===== config.mk =====
export PLATFORM = sky130hd
export DESIGN_NAME = l2_reqs_arb
export DESIGN_NICKNAME = d
export VERILOG_FILES = /design/src/rtl/l2_reqs_arb.sv
export SDC_FILE = /design/constraint.sdc
export NUM_CORES = 1
export LEC_CHECK = 0
export CAP_MARGIN = 20
export CORE_MARGIN = 3
export CORE_UTILIZATION = 40
export DETAILED_ROUTE_END_ITERATION = 7
export PLACE_DENSITY = 0.79
export SLEW_MARGIN = 10
export SYNTH_ARGS = -nofsm -noshare
export SYNTH_HDL_FRONTEND = slang
export SYNTH_SLANG_ARGS = --single-unit
export TNS_END_PERCENT = 100

===== constraint.sdc =====
create_clock -name clk -period 2.4 [get_ports clk]
set_clock_uncertainty 0.2 [all_clocks]
set_input_delay 0.6 -clock clk [delete_from_list [all_inputs] [get_ports clk]]
set_output_delay 0.6 -clock clk [all_outputs]
set_load 0.05 [all_outputs]

===== src/rtl/l2_reqs_arb.sv =====
// Request-buffer port arbiter: picks one of lookup/fwd/cpu/flush per two-cycle
// slot, drives the op code, pulses the matching grant, and tracks free entries.
`ifndef N_REQS
`define N_REQS 4
`endif
`ifndef L2_REQS_IDLE
`define L2_REQS_IDLE       3'd0
`endif
`ifndef L2_REQS_LOOKUP
`define L2_REQS_LOOKUP     3'd1
`endif
`ifndef L2_REQS_PEEK_FWD
`define L2_REQS_PEEK_FWD   3'd2
`endif
`ifndef L2_REQS_PEEK_REQ
`define L2_REQS_PEEK_REQ   3'd3
`endif
`ifndef L2_REQS_PEEK_FLUSH
`define L2_REQS_PEEK_FLUSH 3'd4
`endif

module l2_reqs_arb #(
  parameter int N_REQS     = `N_REQS,
  parameter int STARVE_MAX = 8,
  localparam int CW        = $clog2(N_REQS) + 1,
  localparam int SW        = $clog2(STARVE_MAX + 1)
) (
  input  logic          clk,
  input  logic          rst,
  input  logic          lookup_req,
  input  logic          fwd_req,
  input  logic          cpu_req,
  input  logic          flush_req,
  input  logic          cpu_stall,
  input  logic          alloc,
  input  logic          free,
  input  logic          peek_abort,
  output logic [2:0]    reqs_op_code,
  output logic          lookup_gnt,
  output logic          fwd_gnt,
  output logic          cpu_gnt,
  output logic          flush_gnt,
  output logic [CW-1:0] free_cnt,
  output logic          reqs_full,
  output logic          alloc_pending,
  output logic          cnt_err,
  output logic          dbg_state,
  output logic [SW-1:0] dbg_starve_cnt
);

  typedef enum logic {ST_IDLE, ST_RESULT} state_e;
  typedef enum logic [1:0] {W_LOOKUP, W_FWD, W_CPU, W_FLUSH} win_e;

  state_e        state_q, state_d;
  win_e          win_q, win_d;
  win_e          sel;
  logic          have_win;
  logic [SW-1:0] starve_q, starve_d;
  logic [CW-1:0] free_q, free_d;
  logic          pend_q, pend_d;
  logic          err_q, err_d;
  logic          elig_cpu, elig_flush, room;

  assign room       = (free_q != '0);
  assign elig_cpu   = cpu_req & ~cpu_stall & room & ~pend_q;
  assign elig_flush = flush_req & room & ~pend_q;

  // Grants come only from the latched winner, so they never depend on live reqs.
  assign lookup_gnt = (state_q == ST_RESULT) && (win_q == W_LOOKUP);
  assign fwd_gnt    = (state_q == ST_RESULT) && (win_q == W_FWD);
  assign cpu_gnt    = (state_q == ST_RESULT) && (win_q == W_CPU);
  assign flush_gnt  = (state_q == ST_RESULT) && (win_q == W_FLUSH);

  assign free_cnt       = free_q;
  assign reqs_full      = (free_q == '0);
  assign alloc_pending  = pend_q;
  assign cnt_err        = err_q;
  assign dbg_state      = state_q;
  assign dbg_starve_cnt = starve_q;

  always_comb begin
    state_d      = state_q;
    win_d        = win_q;
    sel          = W_LOOKUP;
    have_win     = 1'b0;
    reqs_op_code = `L2_REQS_IDLE;
    case (state_q)
      ST_IDLE: begin
        have_win = 1'b1;
        if (elig_cpu && (starve_q == SW'(STARVE_MAX))) sel = W_CPU;
        else if (lookup_req)                           sel = W_LOOKUP;
        else if (fwd_req)                              sel = W_FWD;
        else if (elig_cpu)                             sel = W_CPU;
        else if (elig_flush)                           sel = W_FLUSH;
        else                                           have_win = 1'b0;
        if (have_win) begin
          win_d   = sel;
          state_d = ST_RESULT;
          case (sel)
            W_LOOKUP: reqs_op_code = `L2_REQS_LOOKUP;
            W_FWD:    reqs_op_code = `L2_REQS_PEEK_FWD;
            W_CPU:    reqs_op_code = `L2_REQS_PEEK_REQ;
            default:  reqs_op_code = `L2_REQS_PEEK_FLUSH;
          endcase
        end
      end
      default: state_d = ST_IDLE;
    endcase
  end

  always_comb begin
    starve_d = starve_q;
    if (cpu_gnt) begin
      starve_d = '0;
    end else if (state_q == ST_IDLE) begin
      if (!cpu_req)
        starve_d = '0;
      else if (elig_cpu && !(have_win && sel == W_CPU) && starve_q != SW'(STARVE_MAX))
        starve_d = starve_q + 1'b1;
    end
  end

  always_comb begin
    pend_d = pend_q;
    if (cpu_gnt || flush_gnt)  pend_d = 1'b1;
    else if (alloc || peek_abort) pend_d = 1'b0;
  end

  // Over/underflow leaves the count untouched and latches the error flag.
  always_comb begin
    free_d = free_q;
    err_d  = err_q;
    if (alloc && !free) begin
      if (free_q == '0) err_d = 1'b1;
      else              free_d = free_q - 1'b1;
    end else if (free && !alloc) begin
      if (free_q == CW'(N_REQS)) err_d = 1'b1;
      else                       free_d = free_q + 1'b1;
    end
  end

  always_ff @(posedge clk or negedge rst) begin
    if (!rst) begin
      state_q  <= ST_IDLE;
      win_q    <= W_LOOKUP;
      starve_q <= '0;
      free_q   <= CW'(N_REQS);
      pend_q   <= 1'b0;
      err_q    <= 1'b0;
    end else begin
      state_q  <= state_d;
      win_q    <= win_d;
      starve_q <= starve_d;
      free_q   <= free_d;
      pend_q   <= pend_d;
      err_q    <= err_d;
    end
  end

endmodule

### After elaboration in Yosys (flattened, before gate mapping)

Index checks and enable logic that the tools add are counted.
W data, S select, Z words.

* add/sub/neg operators: 3
* equality and inequality tests: 14
* mux-type cells: 33
* bitwise operators: 8
* reductions and logical operators: 26

Operators by type and width (count)
* $mux W3: 6
* $mux W4: 4
* $mux W1: 15
* $mux W2: 7
* $logic_and A1 B1 Y1: 10
* $pmux W3 S3: 1
* $eq A2 B2 Y1 const B: 4
* $ne A2 B2 Y1 const B: 4
* $reduce_and A3 Y1: 2
* $reduce_bool A2 Y1: 3
* $and A1 B1 Y1: 5
* $add A4 B1 Y4 const B: 1
* $eq A2 B1 Y1 const B: 2
* $eq A4 B4 Y1 const B: 1
* $logic_not A2 Y1: 2
* $ne A4 B4 Y1 const B: 1
* $reduce_and A2 Y1: 2
* $add A3 B1 Y3 const B: 1
* $eq A3 B3 Y1 const B: 1
* $logic_not A1 Y1: 3
* $logic_not A3 Y1: 1
* $ne A3 B1 Y1 const B: 1
* $not A1 Y1: 3
* $reduce_bool A3 Y1: 1
* 2 further kinds: 3

* register bits: 12
* input bits: 10
* output and inout port bits: 18

### Logic depth before layout (Yosys ltp)

Gate-level depths: netlist (run 1).

* word-level depth: 19
* depth in mapped cells: 7
* mapped depth without buffers: 7

### Worst setup path after synthesis (run 1)

Ideal clock, no wire load.

* path type: register to output
* start: reg free_q[1] (netlist: free_cnt[1])
* end: out reqs_op_code[1]
* arrival time: 2.475 ns
* required time: 1.600 ns
* path slack: -0.875 ns
* cell stages (with the launch flop): 7
* cell sequence: dfrtp_1 -> nor3_2 -> or2_1 -> buf_6 -> nor2_1 -> ha_1 -> and2_1

* longest elaborated chain between the ends: 13
* elaborated cells between the ends (all ways): 24

RTL lines
* start, declared: RTL line 59 `logic [CW-1:0] free_q, free_d;`
* start signal, assigned: RTL line 147 `free_q <= CW'(N_REQS);`
* start signal, assigned: RTL line 154 `free_q <= free_d;`
* $reduce_bool A3 Y1 *: RTL line 64 `assign room = (free_q != '0);`
* $and A1 B1 Y1 (2 in series): RTL line 66 `assign elig_flush = flush_req & room & ~pend_q;`
* $mux W2: RTL line 94 `else if (elig_flush) sel = W_FLUSH;`
* $mux W2: RTL line 93 `else if (elig_cpu) sel = W_CPU;`
* $mux W2: RTL line 92 `else if (fwd_req) sel = W_FWD;`
* $mux W2: RTL line 91 `else if (lookup_req) sel = W_LOOKUP;`
* $mux W2: RTL line 90 `if (elig_cpu && (starve_q == SW'(STARVE_MAX))) sel = W_CPU;`
* $mux W2: RTL line 87 `case (state_q)`
* $eq A2 B2 Y1, or another cell as far along: RTL line 99 `case (sel)`
* $pmux W3 S3: RTL line 99
* $mux W3 *: RTL line 96 `if (have_win) begin`
* $mux W3 *: RTL line 87
* end, declared: RTL line 38 `output logic [2:0] reqs_op_code,`

Every way passes the cells marked *; elsewhere a longest branch is shown, timed or not. The select of a mux whose other input is x is not followed.

### Final worst setup path (run 1)

* start: in fwd_req
* end: out reqs_op_code[1]

* longest elaborated chain between the ends: 8
* elaborated cells between the ends (all ways): 14

RTL lines
* start, declared: RTL line 31 `input logic fwd_req,`
* $mux W2: RTL line 92
* $mux W2: RTL line 91
* $mux W2: RTL line 90
* $mux W2: RTL line 87
* $eq A2 B2 Y1, or another cell as far along: RTL line 99
* $pmux W3 S3: RTL line 99
* $mux W3 *: RTL line 96
* $mux W3 *: RTL line 87

Marked as above.

==> impl_metrics.prom, run 1 <==
# TYPE chip_impl_metric gauge
chip_impl_info{name="run_status",value="finished, violations left"} 1
chip_impl_info{name="violations",value="setup timing"} 1
chip_impl_metric{name="worst-slew-pin-transition",unit="ns"} 0.500
chip_impl_info{name="startpoint_type",value="input port"} 1
chip_impl_metric{name="dr.pass1.iters",unit=""} 4
chip_impl_metric{name="antennaDiodeCount",unit=""} 0
chip_impl_info{name="series_of_cell_instances_along_the_critical_path",value="dlygate4sd2_1 -> nor2_1 -> or4_4 -> a21oi_4 -> ha_4 -> and2_4 -> buf_8"} 1
chip_impl_info{name="clock-root-buffer",value="sky130_fd_sc_hd__clkbuf_4"} 1
chip_impl_metric{name="clk-insertion-delay-late",unit="ns"} 0.27
chip_impl_metric{name="vias_per_cell",unit=""} 5.35
chip_impl_info{name="hold_path.class",value="reg2reg"} 1
chip_impl_metric{name="wl",unit="mm"} 2.32
chip_impl_metric{name="cp.required",unit="ns"} 1.60
chip_impl_metric{name="number_of_synthesized_register_bits",unit=""} 12
chip_impl_metric{name="die_x",unit="µm"} 51.7
chip_impl_metric{name="synthesis.area",unit="µm²"} 837
chip_impl_metric{name="post_synth.cell_area_avg",unit="µm²"} 9.20
chip_impl_metric{name="switching_share",unit="%"} 48.4
chip_impl_metric{name="grt_antenna_before_repair",unit=""} 0
chip_impl_metric{name="number_of_buffers_between_clock_root_and_the_deepest_sink",unit=""} 2
chip_impl_metric{name="tns",unit="ns"} -1.23
chip_impl_metric{name="die_area",unit="µm²"} 2680
chip_impl_metric{name="routed-via-count",unit=""} 899
chip_impl_info{name="synthDominantAreaCellType",value="sky130_fd_sc_hd__dfrtp_1"} 1
chip_impl_metric{name="power.internal",unit="µW"} 902
chip_impl_metric{name="slew_violations",unit=""} 0
chip_impl_metric{name="finalWorstSetupSlack",unit="ns"} -0.461
chip_impl_metric{name="dp.final_hpwl",unit="mm"} 1.82
chip_impl_metric{name="globalRouteOverflowTotal",unit=""} 0
chip_impl_metric{name="grt_first_pass_wirelength",unit="mm"} 3.98
chip_impl_metric{name="grt_pass1_vias",unit=""} 911
chip_impl_metric{name="detail-route-antenna-nets",unit=""} 0
chip_impl_metric{name="crit_path_buffers_inverters",unit=""} 2
chip_impl_metric{name="synthDominantCellAreaShare",unit="%"} 32.9
chip_impl_info{name="synth_flop_cell",value="sky130_fd_sc_hd__dfrtp_1"} 1
chip_impl_metric{name="synthesis.nets",unit=""} 106
chip_impl_metric{name="crit_path_max_incr_delay",unit="ns"} 0.52
chip_impl_info{name="grt_setup_unrepaired",value="yes"} 1
chip_impl_metric{name="clock_power_share",unit="%"} 8.9
chip_impl_metric{name="placement.setup.worst_slack",unit="ns"} -0.796
chip_impl_metric{name="synth-edff-count",unit=""} 0
chip_impl_metric{name="finish.net_count",unit=""} 159
chip_impl_metric{name="worstPathMaxFanout",unit=""} 2
chip_impl_info{name="critPathCaptureType",value="primary output"} 1
chip_impl_metric{name="timing.critical_path.depth",unit=""} 7
chip_impl_metric{name="floorplan.rows",unit=""} 15
chip_impl_metric{name="setup_viol_count_final",unit=""} 3
chip_impl_metric{name="clk_pin_slew",unit="ns"} 0.07
chip_impl_metric{name="maximum_number_of_pins_on_one_net_before_global_route_repair",unit=""} 13
chip_impl_metric{name="syn_to_final_growth",unit="%"} 74.4
chip_impl_metric{name="power_density",unit="nW/µm²"} 1200
chip_impl_metric{name="tritoncts.num_buffers",unit=""} 3
chip_impl_metric{name="core_region_area",unit="µm²"} 1840
chip_impl_metric{name="synth_cell_types",unit=""} 40
chip_impl_metric{name="seq_area_frac_synth",unit="%"} 36.0
chip_impl_metric{name="timing.slew.headroom",unit="%"} 66.5
chip_impl_metric{name="layout_worst_path_cycle_share",unit="%"} 119
chip_impl_metric{name="final_hold_viol_count",unit=""} 0
chip_impl_metric{name="port_buffers",unit=""} 27
chip_impl_metric{name="routed_wire_length_per_instance",unit="µm"} 13.8
chip_impl_info{name="top_post_synthesis_cells_by_count",value="sky130_fd_sc_hd__dfrtp_1 (11), sky130_fd_sc_hd__inv_1 (11), sky130_fd_sc_hd__nor2_1 (8), sky130_fd_sc_hd__o21ai_0 (5)"} 1
chip_impl_metric{name="r2r.worst_path.cells",unit=""} 6
chip_impl_metric{name="gpl.final_weighted_congestion",unit=""} 0.803
chip_impl_metric{name="grt_util_all_layers",unit="%"} 20.3
chip_impl_info{name="cts_tree",value="yes"} 1
chip_impl_metric{name="drc_violations_left",unit=""} 0
chip_impl_metric{name="power.static_leakage",unit="nW"} 0.679
chip_impl_metric{name="yosys_warnings",unit=""} 0
chip_impl_metric{name="ctsHtreeMaxLevel",unit=""} 1
chip_impl_info{name="rr_startpoint",value="free_cnt[2]"} 1
chip_impl_metric{name="clock.fmax",unit="GHz"} 0.349
chip_impl_info{name="timing.rr.end",value="win_q[0]"} 1
chip_impl_metric{name="async_flop_share",unit="%"} 100
chip_impl_info{name="critical-path-slowest-cell",value="sky130_fd_sc_hd__or4_4"} 1
chip_impl_info{name="worst_setup_path_endpoint",value="reqs_op_code[1]"} 1
chip_impl_metric{name="worst_ep_arrival_time",unit="ns"} 2.06
chip_impl_info{name="worst_setup_path_startpoint",value="fwd_req"} 1
chip_impl_metric{name="power.net_switching",unit="µW"} 846
chip_impl_metric{name="synth_instances",unit=""} 91
chip_impl_metric{name="cts_hold_repair.buffers",unit=""} 0
chip_impl_metric{name="cts_num_sinks",unit=""} 12
chip_impl_metric{name="max_cap_violations",unit=""} 0
chip_impl_metric{name="p_comb_share",unit="%"} 70.3
chip_impl_info{name="timing.critical_path.max_delay_family",value="simple AND/OR/NAND/NOR gates"} 1
chip_impl_metric{name="vdd_drop_max",unit="mV"} 0.919
chip_impl_metric{name="floorplan.die.height",unit="µm"} 51.7
chip_impl_metric{name="design.portCount",unit=""} 28
chip_impl_info{name="synth_top_cells_by_area",value="sky130_fd_sc_hd__dfrtp_1 (33%), sky130_fd_sc_hd__ha_1 (6.0%), sky130_fd_sc_hd__inv_1 (4.9%)"} 1
chip_impl_metric{name="dr.first_iter.drc_count",unit=""} 24
chip_impl_metric{name="final_layout_size_suffix_gt1_share",unit="%"} 42.7
chip_impl_metric{name="r2r_setup_slack",unit="ns"} 0.27
chip_impl_metric{name="starting_density_of_the_core",unit="%"} 45.5
chip_impl_info{name="worstSetupPathType",value="in2out"} 1
chip_impl_metric{name="layout_min_cycle_time",unit="ns"} 2.86
chip_impl_metric{name="pwr-share-seq",unit="%"} 20.8
==> power groups by stage <==
| stage | sequential (mW) | combinational (mW) | clock, mW |
|---|---|---|---|
| final | 0.364 | 1.23 | 0.155 |
| after detailed placement | 0.366 | 1.18 | 0 |
| after global placement | 0.360 | 1.16 | 0 |
| after floorplan | 0.560 | 0.508 | 0 |
| after CTS | 0.363 | 1.22 | 0.162 |
| after global routing | 0.378 | 1.31 | 0.172 |
==> flip-flops by register name (all words and copies together) (netlist names) <==
| name | cells |
|---|---|
| dbg_starve_cnt | 4 |
| free_cnt | 3 |
| win_q | 2 |
| alloc_pending | 1 |
| cnt_err | 1 |
| dbg_state | 1 |
==> cell families (layout without fill, tap and decap cells) <==
kind of cell / Yosys count / after routing / synth area share (%)
xor gates and xnor gates: 1 / 1 / 1.05
adders and majority gates: 5 / 5 / 8.37
and+or+nand+nor: 32 / 32 / 20.6
DFF: 12 / 12 / 36.0
buffers and inverters: 13 / 65 / 6.73
muxes: 1 / 1 / 1.79
AOI/OAI and AO/OA: 27 / 27 / 25.4
==> worst register-to-register path, cell delays in order, from the launching register on <==
cell                      delay (ns)
sky130_fd_sc_hd__dfstp_4        0.63
sky130_fd_sc_hd__nor3_4         0.05
sky130_fd_sc_hd__buf_4          0.15
sky130_fd_sc_hd__or2_4          0.25
sky130_fd_sc_hd__o31ai_4        0.25
sky130_fd_sc_hd__buf_4          0.19
sky130_fd_sc_hd__mux2_4         0.30
==> layer usage <==
metal | vias up | GRT usage (%) | share of wire [%]
met5 | - | 0 | 0
met4 | 0 | 10.5 | 1.2
met3 | 4 | 2.87 | 6.9
met2 | 40 | 36.2 | 50
met1 | 416 | 23.2 | 42
li1 | 439 | - | -
==> metrics by stage <==
stage / total power [mW] / std cells / area [µm²] / utilization, % / hold slack (ns)
after floorplan: 1.07 / 91 / 867 / - / 0.104
after global placement: 1.52 / 162 / 1360 / 74.0 / 0.260
after detailed placement: 1.55 / 162 / 1360 / 74.0 / 0.289
after CTS: 1.74 / 168 / 1430 / 77.8 / 0.306
after global routing: 1.86 / 168 / 1460 / 79.4 / 0.329
final: 1.75 / 168 / 1460 / 79.4 / 0.296
==> how the worst min path moves through the flow <==
stage               cells past startpoint    start       endpoint  slack, ns
floorplan                               0      rst  alloc_pending       0.10
global placement                        2  cnt_err        cnt_err       0.26
detailed placement                      2  cnt_err        cnt_err       0.29
CTS                                     2  cnt_err        cnt_err       0.31
global route                            2  cnt_err        cnt_err       0.33
finish                                  2  cnt_err        cnt_err       0.30
==> layout make-up <==
cell class                      instances  area [µm²]
Clock buffer                            4        36.3
Fill cell                             128         379
Inverter                               11        41.3
Multi-Input combinational cell         66         544
Sequential cell                        12         308
Tap cell                               25        31.3
Timing Repair Buffer                   50         499
==> layout by cell type (no fill, tap or decap), drive strengths merged, types with 2 or more instances in the layout <==
master	instances
a31oi	4
and2	2
and3	3
buf	39
clkbuf	4
clkdlybuf4s15	2
clkdlybuf4s50	8
dfrtp	11
ha	4
inv	11
nand2	4
nand3	3
nor2	8
nor2b	3
nor3	2
o211ai	4
o21ai	5
o31ai	3
==> what timing repair did <==
action                                  4_1_cts  5_1_grt
pin swaps                                     4        1
hold endpoints to repair                      0        0
resized for setup                            16        6
buffers inserted                              2        0
endpoints found under the setup margin        3        4
(Power assumes the default switching activity.)
==> run 2: changes to the inputs <==
- MAX_ROUTING_LAYER: not set -> met4
==> impl_metrics.prom, run 2 (synthesized netlist as in run 1, its figures left out) <==
# TYPE chip_impl_metric gauge
chip_impl_info{name="run_status",value="finished, violations left"} 1
chip_impl_info{name="violations",value="setup timing"} 1
chip_impl_metric{name="wl",unit="mm"} 2.32
chip_impl_metric{name="setup_viol_count_final",unit=""} 3
chip_impl_metric{name="worst-slew-pin-transition",unit="ns"} 0.500
chip_impl_metric{name="antennaDiodeCount",unit=""} 0
chip_impl_metric{name="floorplan.die.height",unit="µm"} 51.7
chip_impl_metric{name="final_hold_viol_count",unit=""} 0
chip_impl_metric{name="layout_worst_path_cycle_share",unit="%"} 119
chip_impl_metric{name="report.power.total",unit="mW"} 1.75
chip_impl_metric{name="pwr-share-seq",unit="%"} 20.8
chip_impl_metric{name="design.portCount",unit=""} 28
chip_impl_metric{name="worst_ep_arrival_time",unit="ns"} 2.06
chip_impl_metric{name="finalWorstSetupSlack",unit="ns"} -0.461
chip_impl_metric{name="power_density",unit="nW/µm²"} 1200
chip_impl_metric{name="cp.required",unit="ns"} 1.60
chip_impl_metric{name="switching_share",unit="%"} 48.4
chip_impl_info{name="critPathCaptureType",value="primary output"} 1
chip_impl_metric{name="crit_path_buffers_inverters",unit=""} 2
chip_impl_info{name="startpoint_type",value="input port"} 1
chip_impl_metric{name="final_layout_size_suffix_gt1_share",unit="%"} 42.7
chip_impl_info{name="series_of_cell_instances_along_the_critical_path",value="dlygate4sd2_1 -> nor2_1 -> or4_4 -> a21oi_4 -> ha_4 -> and2_4 -> buf_8"} 1
chip_impl_metric{name="number_of_buffers_between_clock_root_and_the_deepest_sink",unit=""} 2
chip_impl_metric{name="vias_per_cell",unit=""} 5.32
chip_impl_metric{name="slew_violations",unit=""} 0
chip_impl_metric{name="postPlaceCellArea",unit="µm²"} 1360
chip_impl_metric{name="detail-route-antenna-nets",unit=""} 0
chip_impl_metric{name="grt_util_all_layers",unit="%"} 20.8
chip_impl_metric{name="timing.slew.headroom",unit="%"} 66.5
chip_impl_metric{name="die_x",unit="µm"} 51.7
chip_impl_metric{name="port_buffers",unit=""} 27
chip_impl_info{name="hold_path.class",value="reg2reg"} 1
chip_impl_metric{name="layout_min_cycle_time",unit="ns"} 2.86
chip_impl_info{name="rr_startpoint",value="free_cnt[2]"} 1
chip_impl_info{name="layout.cells.most_common_list",value="sky130_fd_sc_hd__buf_4 (29), sky130_fd_sc_hd__inv_1 (11), sky130_fd_sc_hd__dfrtp_1 (9)"} 1
chip_impl_metric{name="placement.setup.worst_slack",unit="ns"} -0.796
chip_impl_metric{name="floorplan.rows",unit=""} 15
chip_impl_metric{name="core_region_area",unit="µm²"} 1840
chip_impl_info{name="critical-path-slowest-cell",value="sky130_fd_sc_hd__or4_4"} 1
chip_impl_metric{name="r2r_setup_slack",unit="ns"} 0.27
chip_impl_metric{name="worstPathMaxFanout",unit=""} 2
chip_impl_metric{name="routed_wire_length_per_instance",unit="µm"} 13.8
chip_impl_metric{name="grt_pass1_vias",unit=""} 909
chip_impl_metric{name="starting_density_of_the_core",unit="%"} 45.5
chip_impl_metric{name="vdd_drop_max",unit="mV"} 0.919
chip_impl_metric{name="cts_hold_repair.buffers",unit=""} 0
chip_impl_metric{name="finish.net_count",unit=""} 159
chip_impl_metric{name="power.internal",unit="µW"} 902
chip_impl_metric{name="globalRouteOverflowTotal",unit=""} 0
chip_impl_metric{name="ctsHtreeMaxLevel",unit=""} 1
chip_impl_metric{name="drc_violations_left",unit=""} 0
chip_impl_info{name="grt_setup_unrepaired",value="yes"} 1
chip_impl_metric{name="die_area",unit="µm²"} 2680
chip_impl_info{name="final_common_cell",value="sky130_fd_sc_hd__buf_4"} 1
chip_impl_metric{name="syn_to_final_growth",unit="%"} 74.4
chip_impl_metric{name="final_design_area_no_fill",unit="µm²"} 1460
chip_impl_metric{name="power.net_switching",unit="µW"} 846
chip_impl_metric{name="clk_pin_slew",unit="ns"} 0.07
chip_impl_metric{name="hold-worst-slack",unit="ns"} 0.296
chip_impl_metric{name="maximum_number_of_pins_on_one_net_before_global_route_repair",unit=""} 13
chip_impl_metric{name="gpl.final_weighted_congestion",unit=""} 0.815
chip_impl_metric{name="worstHoldPathCells",unit=""} 2
chip_impl_info{name="timing.critical_path.max_delay_family",value="simple AND/OR/NAND/NOR gates"} 1
chip_impl_info{name="timing.rr.end",value="win_q[0]"} 1
chip_impl_metric{name="crit_path_max_incr_delay",unit="ns"} 0.52
chip_impl_metric{name="max_cap_violations",unit=""} 0
chip_impl_metric{name="p_comb_share",unit="%"} 70.3
chip_impl_metric{name="grt_first_pass_wirelength",unit="mm"} 3.98
chip_impl_metric{name="r2r.worst_path.cells",unit=""} 6
chip_impl_info{name="worstSetupPathType",value="in2out"} 1
chip_impl_metric{name="clk-insertion-delay-late",unit="ns"} 0.27
chip_impl_metric{name="power.static_leakage",unit="nW"} 0.679
chip_impl_metric{name="clock_power_share",unit="%"} 8.9
chip_impl_metric{name="largest_reg_flops",unit=""} 4
chip_impl_info{name="timing.hold.worst_endpoint",value="cnt_err"} 1
chip_impl_info{name="hold_start",value="cnt_err"} 1
chip_impl_metric{name="clock.fmax",unit="GHz"} 0.349
chip_impl_info{name="cts_tree",value="yes"} 1
chip_impl_metric{name="dp.final_hpwl",unit="mm"} 1.82
chip_impl_metric{name="non_filler_instance_count_after_layout",unit=""} 168
chip_impl_metric{name="dr.first_iter.drc_count",unit=""} 22
chip_impl_metric{name="tritoncts.num_buffers",unit=""} 3
chip_impl_info{name="clock-root-buffer",value="sky130_fd_sc_hd__clkbuf_4"} 1
chip_impl_metric{name="dpl.cell_count",unit=""} 162
chip_impl_metric{name="cts_num_sinks",unit=""} 12
chip_impl_metric{name="grt_antenna_before_repair",unit=""} 0
chip_impl_metric{name="dr.pass1.iters",unit=""} 4
chip_impl_metric{name="routed-via-count",unit=""} 894
## run 2: cell counts in the layout (fill, tap and decap cells not counted)
Identical to the previous run, type by type.
## run 2: through the flow
stage / util (%) / TNS [ns]
2_1_floorplan: - / -0.950
3_3_place_gp: 74.0 / -2.22
5_1_grt: 79.4 / -1.42
4_1_cts: 77.8 / -1.23
6_report: 79.4 / -1.23
3_5_place_dp: 74.0 / -2.44
## run 2: worst reg2reg max path, delay by kind of cell (launching register included)
family | cells | cell delay (ns)
mux | 1 | 0.30
flops | 1 | 0.63
compound gates | 1 | 0.25
buf+inv | 2 | 0.34
simple gates | 2 | 0.30
## run 2: timing repair
item / CTS / global route
setup buffers: 2 / 0
endpoints found under the setup margin: 3 / 4
pin swaps: 4 / 1
resized for setup: 16 / 6
## run 2: final cells by class
type / instances / area [µm²]
multi-input combinational: 66 / 544
sequential: 12 / 308
tap: 25 / 31.3
inverter: 11 / 41.3
clock buffer: 4 / 36.3
fill: 128 / 379
timing repair buffer: 50 / 499
## run 2: worst max path at each step
stage,from,endpoint,depth (start not counted)
4_1_cts,free_cnt[2],reqs_op_code[1],6
3_3_place_gp,cpu_req,reqs_op_code[1],7
5_1_grt,dbg_starve_cnt[0],reqs_op_code[1],9
3_5_place_dp,cpu_req,reqs_op_code[1],7
6_report,fwd_req,reqs_op_code[1],7
2_1_floorplan,free_cnt[2],reqs_op_code[1],5
## run 2: per-layer routing
metal	vias up	global-route usage (%)	share of wire, %
li1	439	-	-
met2	37	36.2	50
met4	0	10.5	1.2
met5	-	-	0
met3	4	2.87	6.8
met1	414	23.2	42
## run 2: power by group through the flow
| stage | Clock [mW] | Combinational, mW | Sequential (mW) |
|---|---|---|---|
| floorplan | 0 | 0.508 | 0.560 |
| global placement | 0 | 1.16 | 0.360 |
| detailed placement | 0 | 1.18 | 0.366 |
| CTS | 0.162 | 1.22 | 0.363 |
| global route | 0.172 | 1.31 | 0.378 |
| finish | 0.155 | 1.23 | 0.364 |
==> run 3: changes to the inputs <==
- CTS_CLUSTER_SIZE: not set -> 16
==> results of run 3 <==
Same layout as run 2: the final DEF is identical, and so are final timing and power.
==> RTL edit 1 (flow settings as in run 3) <==
`STARVE_MAX`: 8 -> 16.
--- a/src/rtl/l2_reqs_arb.sv
+++ b/src/rtl/l2_reqs_arb.sv
@@ -23,3 +23,3 @@
   parameter int N_REQS     = `N_REQS,
-  parameter int STARVE_MAX = 8,
+  parameter int STARVE_MAX = 16,
   localparam int CW        = $clog2(N_REQS) + 1,
Interface: changed (resized dbg_starve_cnt); port bits go from 28 to 29. The function was not compared with the original's and may differ.
==> RTL edit 1 against run 3 <==
- the run still ends with negative setup slack left
- wire length up 11%
- count of clock-buffer cells in the layout is the same
- total power is 1.9% higher
- synthesized area is 7.2% higher
- cell area is 5.5% higher
- cell count increased by 8.3%
- sequential cell count increased by 1
- worst setup slack lost 0.14 ns
- via count increased by 9.7%
- critical path type unchanged
- highest routed layer unchanged
==> RTL edit 1: results <==
set metrics [dict create \
    run_status "finished with violations" \
    violations "negative setup slack" \
    use_met1 0.2111 \
    muxShareOfSynthArea 0 \
    setup_slack_ns -0.6009 \
    largest_reg_flops 5 \
    r2r_cells 9 \
    path_delay_family "buffers and inverters" \
    place_hpwl_mm 1.910 \
    power.switching_w 0.0008840 \
    instances_no_fill 182 \
    register_area_um2 334.1 \
    irDropWorstVdd_mv 0.9035 \
    clk_latency_ns 0.29 \
    gp_congestion 0.8397 \
    timing.rr.end "win_q[1]$_DFFE_PN0P_" \
    synth_compound_area_frac 0.2343 \
    synth_seq_cells 13 \
    wl_met2_mm 1.373 \
    use_met3 0.02535 \
    wl_met3_um 131 \
    dp.cells 173 \
    multi_input_area_share 0.3851 \
    syn_nets 114 \
    track_usage 0.1815 \
    io_buffers 28 \
    synth_area_leaders "dfrtp_1 (33%), inv_1 (5.9%), ha_1 (5.6%)" \
    setup_viol 3 \
    buffer_area_frac 0.3193 \
    n_all_buffers 53 \
    seq_area_frac_synth 0.3640 \
    relSlewSlack 0.6056 \
    taps 27 \
    drtIter0Drc 33 \
    grt_pass1_wl_mm 3.712 \
    crit_start "lookup_req" \
    cpPeakStageDelay_ns 0.46 \
    avgRoutedWirePerCell_um 14.19 \
    grt_pass1_vias 919 \
    comb.multi_input.count 70 \
    p_leak_nw 0.7210 \
    timing.rr.start "dbg_starve_cnt[1]$_DFFE_PN0P_" \
    final-clk-cell-share 0.01706 \
    drive_above_1_share 0.4839 \
    fill_cells 141 \
    place_area_um2 1448 \
    synthToLayoutAreaGrowth_pct 71.69 \
    gr-usage-met2 0.3224 \
    rrSetupSlack_ns 0.45 \
    dpl_worst_slack_ns -0.8014 \
    n_all_inverters 15 \
    synthAdderAreaFrac 0.07810 \
    holdWs_ns 0.2748 \
    synth_xor_xnor_area_share 0.009763 \
    cp_data_arrival_time_ns 2.20 \
    dr.pass1.iters 4 \
    grt_max_degree 14 \
]
RTL edit 1: cell types whose count changed after synthesis, moves of 2 or more:
cell     delta
nor2_1      -4
o21a_1      +2
inv_1       +3
a31oi_1     -2
a21oi_1     +4
a21o_1      +3
or2_2       +2
RTL edit 1: repair_timing:
| item | 4_1_cts | 5_1_grt |
|---|---|---|
| resized for setup | 4 | 7 |
| setup buffers | 1 | 4 |
| pin swaps | 3 | 5 |
| endpoints found under the setup margin | 3 | 3 |
RTL edit 1: power by group through the flow:
| stage | clock [W] | sequential (W) | combinational [W] |
|---|---|---|---|
| after floorplan | 0 | 0.000561 | 0.000526 |
| after global placement | 0 | 0.000379 | 0.00119 |
| after detailed placement | 0 | 0.000381 | 0.00121 |
| after CTS | 0.000147 | 0.000376 | 0.00122 |
| after global routing | 0.000151 | 0.000397 | 0.00132 |
| final | 0.000143 | 0.000385 | 0.00125 |
==> RTL edit 2 (settings of run 3) <==
Made on the original files. Encoding of `win_e`: now one-hot (4 bits for 4 values).
--- a/src/rtl/l2_reqs_arb.sv
+++ b/src/rtl/l2_reqs_arb.sv
@@ -51,3 +51,3 @@
   typedef enum logic {ST_IDLE, ST_RESULT} state_e;
-  typedef enum logic [1:0] {W_LOOKUP, W_FWD, W_CPU, W_FLUSH} win_e;
+  typedef enum logic [3:0] {W_LOOKUP = 4'b0001, W_FWD = 4'b0010, W_CPU = 4'b0100, W_FLUSH = 4'b1000} win_e;
 
Formal check against the unedited RTL: no difference found for any inputs over 10 cycles, from zero or initial values and one cycle with rst low; not proved beyond that.
==> RTL edit 2 against run 3 <==
- the run still ends with negative setup slack left
- via count is 21% higher
- synthesized area rose by 13%
- cell count grew 14%
- count of clock-buffer cells in the layout stayed put
- wire length rose by 27%
- non-clock buffer count shrank 2
- total power increased by 14%
- cell area rose by 9.6%
- sequential cell count is 2 higher
- worst setup slack improved by 0.27 ns
- clock power grew 9%
==> RTL edit 2: results <==
set metrics [dict create \
    die_x_um 54.60 \
    use_met3 0.03815 \
    gr-usage-met2 0.3917 \
    path_delay_family "flip-flops" \
    register_area_um2 361.6 \
    finalWirelength_mm 2.943 \
    drive_above_1_share 0.3598 \
    synth.distinct_cells 36 \
    buffer_area_frac 0.3190 \
    wl_met1_mm 1.136 \
    irDropWorstVdd_mv 0.9836 \
    path_max_fanout 2 \
    rrSetupSlack_ns 0.33 \
    holdWs_ns 0.2727 \
    multi_input_area_um2 586.8 \
    grt_max_degree 15 \
    n_all_buffers 48 \
    setup_slack_ns -0.1952 \
    dpl_worst_slack_ns -0.4282 \
    drtIter0Drc 58 \
    clk_pin_slew_ns 0.09 \
    cpPeakStageDelay_ns 0.63 \
    syn_nets 128 \
    n_all_inverters 19 \
    grt_pass1_wl_mm 4.830 \
    avgRoutedWirePerCell_um 15.41 \
    place_area_um2 1483 \
    fill_cells 138 \
    synth_seq_cells 14 \
    use_met1 0.2855 \
    cts_root_buffer "clkbuf_4" \
    violations "negative setup slack" \
    p_leak_nw 0.7612 \
    place_hpwl_mm 2.240 \
    setup_tns_ns -0.3739 \
    seq_area_frac_synth 0.3735 \
    avgSynthCellArea_um2 8.286 \
    htree_levels 1 \
    synthTopCellsByCount "inv_1 (19), nor2_1 (13), dfrtp_1 (12), a21oi_1 (9), nand2_1 (7)" \
    track_usage 0.2389 \
    wl_met2_mm 1.464 \
    synth_area_leaders "dfrtp_1 (32%), inv_1 (7.5%), dfstp_2 (5.6%)" \
    gp_congestion 0.8981 \
    run_status "finished with violations" \
    final-clk-cell-share 0.02267 \
    dp.cells 182 \
    setup_viol 3 \
    wl_met3_um 252 \
    vias 1080 \
    power_density_nw_per_um2 1243 \
    synthFlopType "dfrtp_1" \
    cp_data_arrival_time_ns 1.80 \
    comb.multi_input.count 79 \
]
==> RTL edit 2: changes by cell type after synthesis, sizes merged, moves of 3 or more <==
cell | run 3 | this run
a31oi | 4 | 0
nor2 | 8 | 13
o31ai | 3 | 0
nor3 | 2 | 6
nand4 | 1 | 4
inv | 11 | 19
nand2 | 4 | 7
a21o | 0 | 3
o2bb2ai | 0 | 3
a21oi | 1 | 9
==> RTL edit 2: path summary, 6_finish.rpt <==
path                                                    start                             to  cells after the start
min in group asynchronous                                 rst  dbg_starve_cnt[1]$_DFFE_PN0P_                      1
worst max-delay path                  free_cnt[2]$_DFFE_PN1P_                reqs_op_code[1]                      5
worst max register to register  dbg_starve_cnt[0]$_DFFE_PN0P_  dbg_starve_cnt[2]$_DFFE_PN0P_                      7
worst min register to register            cnt_err$_DFFE_PN0P_            cnt_err$_DFFE_PN0P_                      2
worst min-delay path                      cnt_err$_DFFE_PN0P_            cnt_err$_DFFE_PN0P_                      2
max in group asynchronous                                 rst            dbg_state$_DFF_PN0_                      1
==> RTL edit 2: where the power goes <==
group          total, W  leakage [nW]  switching [W]  internal [W]
Sequential     0.000434         0.169      0.0000833      0.000351
Clock          0.000169        0.0210      0.0000764     0.0000922
Combinational   0.00139         0.571       0.000828      0.000559
==> RTL edit 2: kinds of logic (layout without fill, tap and decap cells) <==
kind of cell | after synthesis | in the layout | synth area share
AOI/OAI and AO/OA | 31 | 31 | 0.2371
xor gates and xnor gates | 1 | 1 | 0.009273
adders and majority gates | 4 | 4 | 0.06093
buffers and inverters | 21 | 71 | 0.08476
DFF | 14 | 14 | 0.3735
and+or+nand+nor | 43 | 43 | 0.2345
==> RTL edit 2: what timing repair did <==
action	4_1_cts	5_1_grt
setup buffers	4	1
pin swaps	7	0
endpoints found under the setup margin	3	6
cloned	0	0
gates resized for setup	13	3
